[src/rtl/spi_load_pkg.sv]
// spi_load_pkg: shared constants and types for the SPI flash-programming
// command sequencer.
//   - opcode values of the byte protocol
//   - FSM state encoding
//   - number of bytes per address/data field
package spi_load_pkg;

   localparam logic [7:0] OP_NOP  = 8'h00;
   localparam logic [7:0] OP_ADDR = 8'h01;
   localparam logic [7:0] OP_DATA = 8'h02;
   localparam logic [7:0] OP_CLR  = 8'hFF;

   localparam int unsigned BYTE_CNT = 4;

   typedef enum logic [1:0] {
      ST_IDLE,
      ST_ADDR,
      ST_DATA,
      ST_WRITE
   } state_t;

endpackage

[src/rtl/spi_load_ctrl_if.sv]
// spi_load_ctrl_if: byte-input and memory-write-port bundle of spi_load_ctrl.
//   i_byte / i_byte_valid      received SPI byte and its one-cycle strobe
//   o_mem_req / i_mem_gnt      write request / grant handshake
//   o_mem_addr / o_mem_wdata   write address and data, stable while requesting
//   o_busy / o_err / o_ovf     status: not idle, sticky error, sticky overflow
//   o_wr_count                 number of granted writes
// Modports: master = the sequencer, slave = byte source / memory side.
interface spi_load_ctrl_if #(
   parameter int unsigned ADDR_W = 32,
   parameter int unsigned DATA_W = 32,
   parameter int unsigned CNT_W  = 16
);
   logic [7:0]        i_byte;
   logic              i_byte_valid;
   logic              o_mem_req;
   logic [ADDR_W-1:0] o_mem_addr;
   logic [DATA_W-1:0] o_mem_wdata;
   logic              i_mem_gnt;
   logic              o_busy;
   logic              o_err;
   logic              o_ovf;
   logic [CNT_W-1:0]  o_wr_count;

   modport master (
      input  i_byte, i_byte_valid, i_mem_gnt,
      output o_mem_req, o_mem_addr, o_mem_wdata, o_busy, o_err, o_ovf, o_wr_count
   );

   modport slave (
      output i_byte, i_byte_valid, i_mem_gnt,
      input  o_mem_req, o_mem_addr, o_mem_wdata, o_busy, o_err, o_ovf, o_wr_count
   );
endinterface

[src/rtl/spi_load_shift.sv]
// spi_load_shift: 4-byte MSB-first shift assembler.
//   clk, rst  clock, asynchronous active-high reset
//   clr       restart the byte index (register contents are kept)
//   load      shift din in at the LSB end; older bytes move toward the MSB
//   din       byte to shift in
//   set       parallel overwrite of the register with set_val (wins over load)
//   value     assembled register
//   done      high with the load of the 4th byte (combinational)
module spi_load_shift
   import spi_load_pkg::*;
#(
   parameter int unsigned W = 32
) (
   input  logic         clk,
   input  logic         rst,
   input  logic         clr,
   input  logic         load,
   input  logic [7:0]   din,
   input  logic         set,
   input  logic [W-1:0] set_val,
   output logic [W-1:0] value,
   output logic         done
);
   logic [1:0] idx;

   assign done = load && (idx == 2'(BYTE_CNT - 1));

   always_ff @(posedge clk or posedge rst) begin
      if (rst) begin
         value <= '0;
         idx   <= '0;
      end else begin
         if (set)
            value <= set_val;
         else if (load)
            value <= W'({value, din});  // bytes above W are shifted out and lost
         if (clr)
            idx <= '0;
         else if (load)
            idx <= done ? '0 : idx + 2'd1;
      end
   end
endmodule

[src/rtl/spi_load_ctrl.sv]
// spi_load_ctrl: byte-stream command sequencer between the SPI byte receiver
// and the shared memory write port.
//   Protocol: 0x01 + 4 address bytes, 0x02 + 4 data bytes (MSB first),
//   0x00 no-op, 0xFF clears the sticky flags, anything else flags an error.
//   Each complete, aligned data word after a valid address gives one req/gnt write.
// Ports:
//   i_clk, i_rst  clock, asynchronous active-high reset
//   bus           spi_load_ctrl_if.master (byte input, memory port, status)
// Build option: SPI_LOAD_AUTOINC_EN - when defined the address advances by 4
//   after every granted write; otherwise it is left unchanged.
module spi_load_ctrl
   import spi_load_pkg::*;
#(
   parameter int unsigned ADDR_W = 32,
   parameter int unsigned DATA_W = 32,
   parameter int unsigned CNT_W  = 16
) (
   input  logic            i_clk,
   input  logic            i_rst,
   spi_load_ctrl_if.master bus
);
   state_t             state;
   logic               addr_valid;
   logic               req;
   logic               busy;
   logic               err;
   logic               ovf;
   logic [CNT_W-1:0]   wr_count;

   logic [ADDR_W-1:0]  addr_val;
   logic [ADDR_W-1:0]  addr_next;
   logic [DATA_W-1:0]  data_val;
   logic               addr_load, addr_clr, addr_done, addr_set;
   logic               data_load, data_clr, data_done;
   logic               grant;

   assign grant     = (state == ST_WRITE) && bus.i_mem_gnt;
   assign addr_load = (state == ST_ADDR) && bus.i_byte_valid;
   assign data_load = (state == ST_DATA) && bus.i_byte_valid;
   assign addr_clr  = (state == ST_IDLE) && bus.i_byte_valid && (bus.i_byte == OP_ADDR);
   assign data_clr  = (state == ST_IDLE) && bus.i_byte_valid && (bus.i_byte == OP_DATA);

`ifdef SPI_LOAD_AUTOINC_EN
   assign addr_set  = grant;
   assign addr_next = addr_val + ADDR_W'(4);
`else
   assign addr_set  = 1'b0;
   assign addr_next = '0;
`endif

   spi_load_shift #(.W(ADDR_W)) u_addr (
      .clk     (i_clk),
      .rst     (i_rst),
      .clr     (addr_clr),
      .load    (addr_load),
      .din     (bus.i_byte),
      .set     (addr_set),
      .set_val (addr_next),
      .value   (addr_val),
      .done    (addr_done)
   );

   spi_load_shift #(.W(DATA_W)) u_data (
      .clk     (i_clk),
      .rst     (i_rst),
      .clr     (data_clr),
      .load    (data_load),
      .din     (bus.i_byte),
      .set     (1'b0),
      .set_val ('0),
      .value   (data_val),
      .done    (data_done)
   );

   always_ff @(posedge i_clk or posedge i_rst) begin
      if (i_rst) begin
         state      <= ST_IDLE;
         addr_valid <= 1'b0;
         req        <= 1'b0;
         busy       <= 1'b0;
         err        <= 1'b0;
         ovf        <= 1'b0;
         wr_count   <= '0;
      end else begin
         case (state)
            ST_IDLE: begin
               if (bus.i_byte_valid) begin
                  case (bus.i_byte)
                     OP_NOP:  begin end
                     OP_ADDR: begin state <= ST_ADDR; busy <= 1'b1; end
                     OP_DATA: begin state <= ST_DATA; busy <= 1'b1; end
                     OP_CLR:  begin err <= 1'b0; ovf <= 1'b0; end
                     default: err <= 1'b1;
                  endcase
               end
            end
            ST_ADDR: begin
               if (addr_done) begin
                  addr_valid <= 1'b1;
                  state      <= ST_IDLE;
                  busy       <= 1'b0;
               end
            end
            ST_DATA: begin
               if (data_done) begin
                  if (addr_valid && (addr_val[1:0] == 2'b00)) begin
                     state <= ST_WRITE;
                     req   <= 1'b1;
                  end else begin
                     err   <= 1'b1;
                     state <= ST_IDLE;
                     busy  <= 1'b0;
                  end
               end
            end
            ST_WRITE: begin
               // bytes are never accepted while a write is outstanding
               if (bus.i_byte_valid)
                  ovf <= 1'b1;
               if (grant) begin
                  req      <= 1'b0;
                  wr_count <= wr_count + 1'b1;
                  state    <= ST_IDLE;
                  busy     <= 1'b0;
               end
            end
            default: begin
               state <= ST_IDLE;
               busy  <= 1'b0;
               req   <= 1'b0;
            end
         endcase
      end
   end

   assign bus.o_mem_req   = req;
   assign bus.o_mem_addr  = addr_val;
   assign bus.o_mem_wdata = data_val;
   assign bus.o_busy      = busy;
   assign bus.o_err       = err;
   assign bus.o_ovf       = ovf;
   assign bus.o_wr_count  = wr_count;
endmodule

[src/flat_wrapper.sv]
// flat-port wrapper written by rule: the top's interface ports become plain ports
module spi_load_ctrl_flat import spi_load_pkg::*;
#(
   parameter int unsigned ADDR_W = 32,
   parameter int unsigned DATA_W = 32,
   parameter int unsigned CNT_W  = 16
)
  (i_clk, i_rst, bus_i_byte, bus_i_byte_valid, bus_i_mem_gnt, bus_o_mem_req, bus_o_mem_addr, bus_o_mem_wdata, bus_o_busy, bus_o_err, bus_o_ovf, bus_o_wr_count);
  spi_load_ctrl_if #(.ADDR_W(ADDR_W), .DATA_W(DATA_W), .CNT_W(CNT_W)) bus_i ();
  input  logic i_clk;
  input  logic i_rst;
  input wire logic [$bits(bus_i.i_byte)-1:0] bus_i_byte;
  input wire logic [$bits(bus_i.i_byte_valid)-1:0] bus_i_byte_valid;
  input wire logic [$bits(bus_i.i_mem_gnt)-1:0] bus_i_mem_gnt;
  output wire logic [$bits(bus_i.o_mem_req)-1:0] bus_o_mem_req;
  output wire logic [$bits(bus_i.o_mem_addr)-1:0] bus_o_mem_addr;
  output wire logic [$bits(bus_i.o_mem_wdata)-1:0] bus_o_mem_wdata;
  output wire logic [$bits(bus_i.o_busy)-1:0] bus_o_busy;
  output wire logic [$bits(bus_i.o_err)-1:0] bus_o_err;
  output wire logic [$bits(bus_i.o_ovf)-1:0] bus_o_ovf;
  output wire logic [$bits(bus_i.o_wr_count)-1:0] bus_o_wr_count;
  assign bus_i.i_byte = bus_i_byte;
  assign bus_i.i_byte_valid = bus_i_byte_valid;
  assign bus_i.i_mem_gnt = bus_i_mem_gnt;
  assign bus_o_mem_req = bus_i.o_mem_req;
  assign bus_o_mem_addr = bus_i.o_mem_addr;
  assign bus_o_mem_wdata = bus_i.o_mem_wdata;
  assign bus_o_busy = bus_i.o_busy;
  assign bus_o_err = bus_i.o_err;
  assign bus_o_ovf = bus_i.o_ovf;
  assign bus_o_wr_count = bus_i.o_wr_count;
  spi_load_ctrl #(.ADDR_W(ADDR_W), .DATA_W(DATA_W), .CNT_W(CNT_W)) u_core (.i_clk(i_clk), .i_rst(i_rst), .bus(bus_i));
endmodule
[config.mk]
export PLATFORM = sky130hd
export DESIGN_NAME = spi_load_ctrl_flat
export DESIGN_NICKNAME = d
export VERILOG_FILES = /design/src/rtl/spi_load_pkg.sv /design/src/rtl/spi_load_ctrl_if.sv /design/src/rtl/spi_load_shift.sv /design/src/rtl/spi_load_ctrl.sv /design/src/flat_wrapper.sv
export SDC_FILE = /design/constraint.sdc
export NUM_CORES = 1
export LEC_CHECK = 0
export CORE_MARGIN = 2
export CORE_UTILIZATION = 44
export DETAILED_ROUTE_END_ITERATION = 12
export GPL_TIMING_DRIVEN = 0
export MAX_ROUTING_LAYER = met4
export PLACE_DENSITY_LB_ADDON = 0.3
export SKIP_LAST_GASP = 1
export SLEW_MARGIN = 0
export SYNTH_ARGS = -nofsm -noshare
export SYNTH_HDL_FRONTEND = slang
export SYNTH_SLANG_ARGS = --single-unit
[constraint.sdc]
create_clock -name i_clk -period 2.85 [get_ports i_clk]
set_clock_uncertainty 0.1 [all_clocks]
set_input_delay 0.4275 -clock i_clk [delete_from_list [all_inputs] [get_ports i_clk]]
set_output_delay 0.4275 -clock i_clk [all_outputs]
set_load 0.02 [all_outputs]
==> results of run 1 <==
-- per-layer routing --
metal	GRT usage	vias to the layer above	wire, microns
met2	0.2836	70	3736
met1	0.2429	1266	3534
li1	-	1196	-
met3	0.04577	11	342
met4	0.07394	0	125
met5	-	-	0
-- stage by stage --
| step | worst slack (ns) | area, sq um |
|---|---|---|
| after global placement | 0.2844 | 4852 |
| after floorplan | 1.117 | 3770 |
| after detailed placement | 0.4138 | 4892 |
| after CTS | 0.7944 | 5095 |
| final | 0.7818 | 5095 |
| after global routing | 0.6985 | 5095 |
-- flip-flops by register name, indices dropped and copies added, names as in the netlist --
register               cells
u_core.u_addr.value       32
u_core.addr_valid          1
u_core.bus.o_mem_req       1
u_core.u_data.value       32
u_core.state               2
u_core.bus.o_err           1
u_core.bus.o_busy          1
u_core.bus.o_wr_count     16
u_core.u_addr.idx          2
u_core.bus.o_ovf           1
u_core.u_data.idx          2
-- synthesized netlist by cell type, drive strengths merged (2+ instances only) --
cell type  number
and2            2
nor3            5
mux2           66
xor2            5
and3            3
a31o            2
dfrtp          91
nand2          13
a41oi           2
a21oi           6
clkbuf          2
inv             6
nand3           7
ha              3
xnor2          11
nor2b           5
a2111oi         2
nand3b          2
nor2           10
buf             8
nand4           6
-- worst max path at each step --
| stage | startpoint | endpoint | slack (ns) | cells past startpoint |
|---|---|---|---|---|
| final | bus_i_byte[2] | u_core.bus.o_err | 0.78 | 5 |
| after global routing | bus_i_byte[2] | u_core.bus.o_err | 0.70 | 5 |
| after global placement | i_rst | u_core.u_data.value[26] | 0.28 | 2 |
| after floorplan | u_core.state[1] | u_core.bus.o_err | 1.12 | 5 |
| after detailed placement | bus_i_byte[2] | u_core.bus.o_err | 0.41 | 5 |
| after CTS | bus_i_byte[2] | u_core.bus.o_err | 0.79 | 5 |
-- power by group --
group,internal [mW],switching (mW)
Clock,0.434,0.449
Sequential,1.61,0.240
Combinational,0.789,0.686
Total,2.83,1.37
-- worst max-delay path, stage by stage --
cell             delay [ns]
clkdlybuf4s50_1        0.52
nor4_1                 0.52
and2_2                 0.33
a2111oi_4              0.10
mux2_1                 0.32
-- area by class of cell --
class / count / area, sq um
clock inverters: 5 / 61.31
repair buffers: 97 / 991.0
fillers: 658 / 3163
clock buffers: 11 / 141.4
plain buffers: 10 / 47.55
flip-flops and latches: 91 / 2277
inverters: 6 / 26.28
well taps: 105 / 131.4
multi-input cells: 166 / 1419
-- cell usage in the layout (no fill, tap or decap), drive strengths merged, types with 2 or more instances in the layout --
master	n
nand4	6
a2111oi	2
a31o	2
xor2	5
ha	3
inv	6
clkdlybuf4s50	95
dfrtp	91
xnor2	11
nand2	13
nor2	10
nand3b	2
a41oi	2
nand3	7
clkbuf	13
nor2b	5
nor3	5
clkinv	3
a21oi	6
and3	3
buf	10
mux2	66
and2	2
-- cell families after synthesis --
group                      count (synthesis)
DFF                                       91
muxes                                     67
and+or+nand+nor                           58
AOI/OAI and AO/OA                         22
xor gates and xnor gates                  16
buffers and inverters                     16
adders and majority gates                  3
==> flow_summary_export.csv, run 1 <==
group,metric,value,unit
run_status,outcome,"finished, final reports clean",
finish,final_util,0.6170,
synthesis,async_reset_ff_frac,1.000,
routing,drt_iter0_markers,43,
finish,drive_above_1_share,0.2513,
timing,slew_headroom,0.6277,
clock_network,clock_latency,0.36,ns
synthesis,synth-xor-area-share,0.03721,
min_path,whs_endpoint,"u_core.addr_valid",
min_path,hold_class,"reg -> reg",
power_and_ir_drop,peakVddDrop,442.3,uV
clock_network,post_cts_buffers,0,
synthesis,netlist_area,3766,sq um
clock_network,cts_tree,"done",
synthesis,synth.area.top_cells,"dfrtp_1 60%, mux2_2 19%, xnor2_1 2.6%",
synthesis,syn_inst,273,
synthesis,synth_cell_types,41,
finish,fin_cells,491,
timing,finalSetupViolations,0,
synthesis,yosys_warnings,0,
setup_path,required,2.99,ns
global_routing,grt_max_degree,37,
placed_design,dpl.cell_count,475,
floorplan,die-height,96.52,microns
floorplan,ioPinCount,96,
routing,drt_first_pass_iters,4,
routing,drt-wirelength-per-cell,15.76,microns
setup_path,r2r_cells,5,
setup_path,end_kind,"register",
synthesis,synth_nets,288,
synthesis,yosys.area.top_type,"dfrtp_1",
placed_design,io_buffers,95,
synthesis,synth-seq-cells,91,
timing,rsz0062_at_grt,"no",
global_routing,antenna_found_initial,0,
synthesis,synth_edf_count,0,
clock_network,clock_path_buffers,2,
setup_path,timing.rr.start,"u_core.state[1]",
floorplan,die-area,9315,sq um
clock_network,clk_pin_slew_worst_paths,0.09,ns
finish,area_delta_synth_final,35.28,%
routing,drc_errors,0,
power_and_ir_drop,fin_total_pwr,4.204,mW
placed_design,dpl.hpwl,5688,microns
finish,nets,396,
clock_network,clkSinkCount,91,
global_routing,grt_usage,0.1867,
timing,tightest_slew,0.5573,ns
routing,via_count,2543,
setup_path,cp_max_fo,6,
power_and_ir_drop,pwr_density_cell,825.2,nW/um^2
timing,layout_min_cycle_time,2.068,ns
floorplan,start_util,0.4561,
synthesis,synth_top_area_share,0.6047,
setup_path,crit_path_start_kind,"input pin",
clock_network,cts_made_buffers,9,
routing,viasPerCell,5.179,
synthesis,synth_top_family_by_area,"multiplexers",
floorplan,core_area,8258,sq um
min_path,hold_start,"u_core.addr_valid",
timing,hold_violations,0,
timing,timing.setup.tns,0,ns
global_routing,grt_pass1_wl,12590,microns
setup_path,ff2ff_setup_slack,0.92,ns
synthesis,synth_ff_type,"dfrtp_1",
timing,whs,0.3673,ns
setup_path,r2r-end,"u_core.bus.o_err",
timing,drv_slew,0,
power_and_ir_drop,power_leakage,2.341,nW
synthesis,ys_seq_area_frac,0.6047,
routing,ant_nets,0,
global_routing,grt.overflow.total,0,
synthesis,muxShareOfSynthArea,0.2000,
clock_network,cts_root_buf,"clkbuf_8",
clock_network,ctsHtreeMaxLevel,3,
clock_network,hold_buffers,0,
synthesis,synthAdderAreaFrac,0.009967,
setup_path,worstPathArrival,2.21,ns
synthesis,synth_compound_area_frac,0.04884,
setup_path,crit_type,"in -> reg",
placed_design,place.gp.congestion,0.7983,
synthesis,avgSynthCellArea,13.80,sq um
floorplan,num_rows,33,
synthesis,yosys.area_share.simple,0.08073,
timing,final.period_utilization,0.7257,
routing,routed_wl,7739,microns
min_path,hold_path_depth,1,
job,cap_violations,0,
clock_network,cts_resized,0,
floorplan,fp.dieW,96.52,microns
timing,max_freq,483.5,MHz
global_routing,grt_pass1_vias,2556,
finish,diodes,0,
Power figures use the tool's default switching activity.
==> run 2: changes to the inputs <==
clock period = 1.8 ns   (was 2.85 ns; I/O delays follow)
==> run 2 against run 1 <==
Total power up 59%. Die area unchanged. Final cell count up 0.61%. Setup slack worse by 0.74 ns. Sequential share of layout area down 0.93 points. Combinational power up 60%. Utilization up 1.3 points. Critical path depth down 4. Critical endpoint is now bus_o_mem_wdata[0]. Highest routed layer unchanged.
==> flow_summary_export.csv, run 2 (same netlist as run 1, synthesis figures left out) <==
group,metric,value,unit
routing,viasPerCell,5.168,
timing,layout_min_cycle_time,1.755,ns
global_routing,busiest_layer,"met2",
finish,drive_above_1_share,0.2751,
global_routing,grt_pass1_wl,12650,microns
global_routing,gr-usage-met3,0.04577,
placed_design,io_buffers,95,
power_and_ir_drop,fin_total_pwr,6.675,mW
routing,via_count,2553,
clock_network,ctsHtreeMaxLevel,3,
setup_path,ff2ff_setup_slack,0.08,ns
setup_path,r2r-end,"u_core.bus.o_err",
timing,rsz0062_at_grt,"yes",
floorplan,die-area,9315,sq um
timing,tightest_slew,0.5505,ns
global_routing,use_met1,0.2444,
clock_network,clock_path_buffers,2,
routing,ant_nets,0,
setup_path,crit_chain,"clkdlybuf4s50_1",
setup_path,cp_max_fo,3,
setup_path,r2r_cells,5,
global_routing,grt.overflow.total,0,
global_routing,grt_pass1_vias,2567,
run_status,outcome,"finished, final reports clean",
setup_path,worstPathArrival,1.38,ns
timing,hold_violations,0,
finish,nets,399,
routing,drt_first_pass_iters,4,
power_and_ir_drop,peakVddDrop,700.3,uV
setup_path,cp-endpoint,"bus_o_mem_wdata[0]",
global_routing,grt_max_degree,37,
finish,multi_input_area,1461,sq um
power_and_ir_drop,pwr_density_cell,1282,nW/um^2
clock_network,clock_latency,0.36,ns
power_and_ir_drop,power_leakage,2.695,nW
floorplan,core_area,8258,sq um
placed_design,place.gp.congestion,0.7983,
setup_path,critPathSlowestCell,"clkdlybuf4s50_1",
clock_network,cts_made_buffers,9,
clock_network,cts_tree,"done",
timing,final.period_utilization,0.9749,
clock_network,clk_pin_slew_worst_paths,0.09,ns
timing,max_freq,569.8,MHz
routing,drc_errors,0,
clock_network,cts_root_buf,"clkbuf_8",
finish,fillers,651,
clock_network,clkSinkCount,91,
global_routing,met2_usage,0.2847,
floorplan,num_rows,33,
setup_path,cpPeakStageDelay,0.62,ns
finish,seqCellArea,2278,sq um
floorplan,start_util,0.4561,
min_path,hold_class,"in -> async",
routing,drt_iter0_markers,56,
floorplan,fp.dieW,96.52,microns
setup_path,critPathLaunch,"u_core.u_data.value[0]",
finish,area_delta_synth_final,38.24,%
finish,final_cell_mix,"90 x dfrtp_1, 75 x clkdlybuf4s50_1, 65 x mux2_2, 18 x dlymetal6s2s_1, 13 x nand2_1",
setup_path,end_kind,"output pin",
timing,timing.setup.tns,0,ns
setup_path,path_delay_family,"buffers and inverters",
setup_path,critPathBufInv,1,
routing,routed_wl,7919,microns
floorplan,die-height,96.52,microns
finish,mostFrequentLayoutCell,"dfrtp_1",
timing,drv_slew,0,
setup_path,crit_path_start_kind,"register",
placed_design,dpl.hpwl,5688,microns
job,cap_violations,0,
timing,slew_headroom,0.6322,
global_routing,antenna_found_initial,0,
setup_path,cp.depth,1,
floorplan,ioPinCount,96,
timing,finalSetupViolations,0,
setup_path,crit_type,"reg -> out",
routing,drt-wirelength-per-cell,16.03,microns
global_routing,grt_usage,0.1875,
finish,diodes,0,
setup_path,timing.rr.start,"u_core.state[1]",
setup_path,required,1.43,ns
[run 2: cell types whose count changed in the layout (fill, tap and decap cells not counted), sizes merged]
cell           change
buf                +4
clkbuf             -1
dlygate4sd2        +2
clkdlybuf4s50     -20
dlymetal6s2s      +18
[run 2: worst min-delay path by stage]
stage,startpoint,endpoint,depth (start not counted)
floorplan,bus_i_byte[0],u_core.u_addr.value[0],1
global placement,u_core.addr_valid,u_core.addr_valid,1
detailed placement,u_core.addr_valid,u_core.addr_valid,1
CTS,i_rst,u_core.bus.o_wr_count[11],2
global route,i_rst,u_core.bus.o_wr_count[11],2
finish,i_rst,u_core.bus.o_wr_count[11],2
[run 2: area by class of cell]
class / instances / share of cell area
Clock inverter: 5 / 0.01178
Multi-Input combinational cell: 166 / 0.2807
Timing Repair Buffer: 100 / 0.2028
Tap cell: 105 / 0.02523
Inverter: 6 / 0.005047
Sequential cell: 91 / 0.4376
Buffer: 10 / 0.009613
Clock buffer: 11 / 0.02716
[run 2: what timing repair did]
action	4_1_cts	5_1_grt
gates resized for setup	6	27
gates cloned	0	0
pin swaps	1	0
buffers inserted	2	1
endpoints found under the setup margin	35	84
hold buffers	0	0
[run 2: through the flow]
stage | std cells | cell area (sq um) | setup slack (ns) | util | hold slack, ns
3_5_place_dp | 475 | 4892 | -0.4787 | 0.5924 | 0.3474
6_report | 494 | 5206 | 0.04509 | 0.6305 | 0.2119
2_1_floorplan | 273 | 3770 | 0.06662 | - | 0.3206
5_1_grt | 494 | 5206 | -0.03837 | 0.6305 | 0.2615
4_1_cts | 493 | 5125 | -0.02314 | 0.6206 | 0.2297
3_3_place_gp | 473 | 4852 | -0.6081 | 0.5876 | 0.3424
[run 2: report_power, final]
group / switching [mW] / internal (mW)
logic: 1.10 / 1.25
registers: 0.375 / 2.54
clock network: 0.717 / 0.688
total: 2.19 / 4.48
[run 2: per-layer routing]
metal	vias up	share of wire
li1	1202	-
met1	1271	0.45
met2	67	0.49
met3	13	0.046
met4	0	0.015
met5	-	0
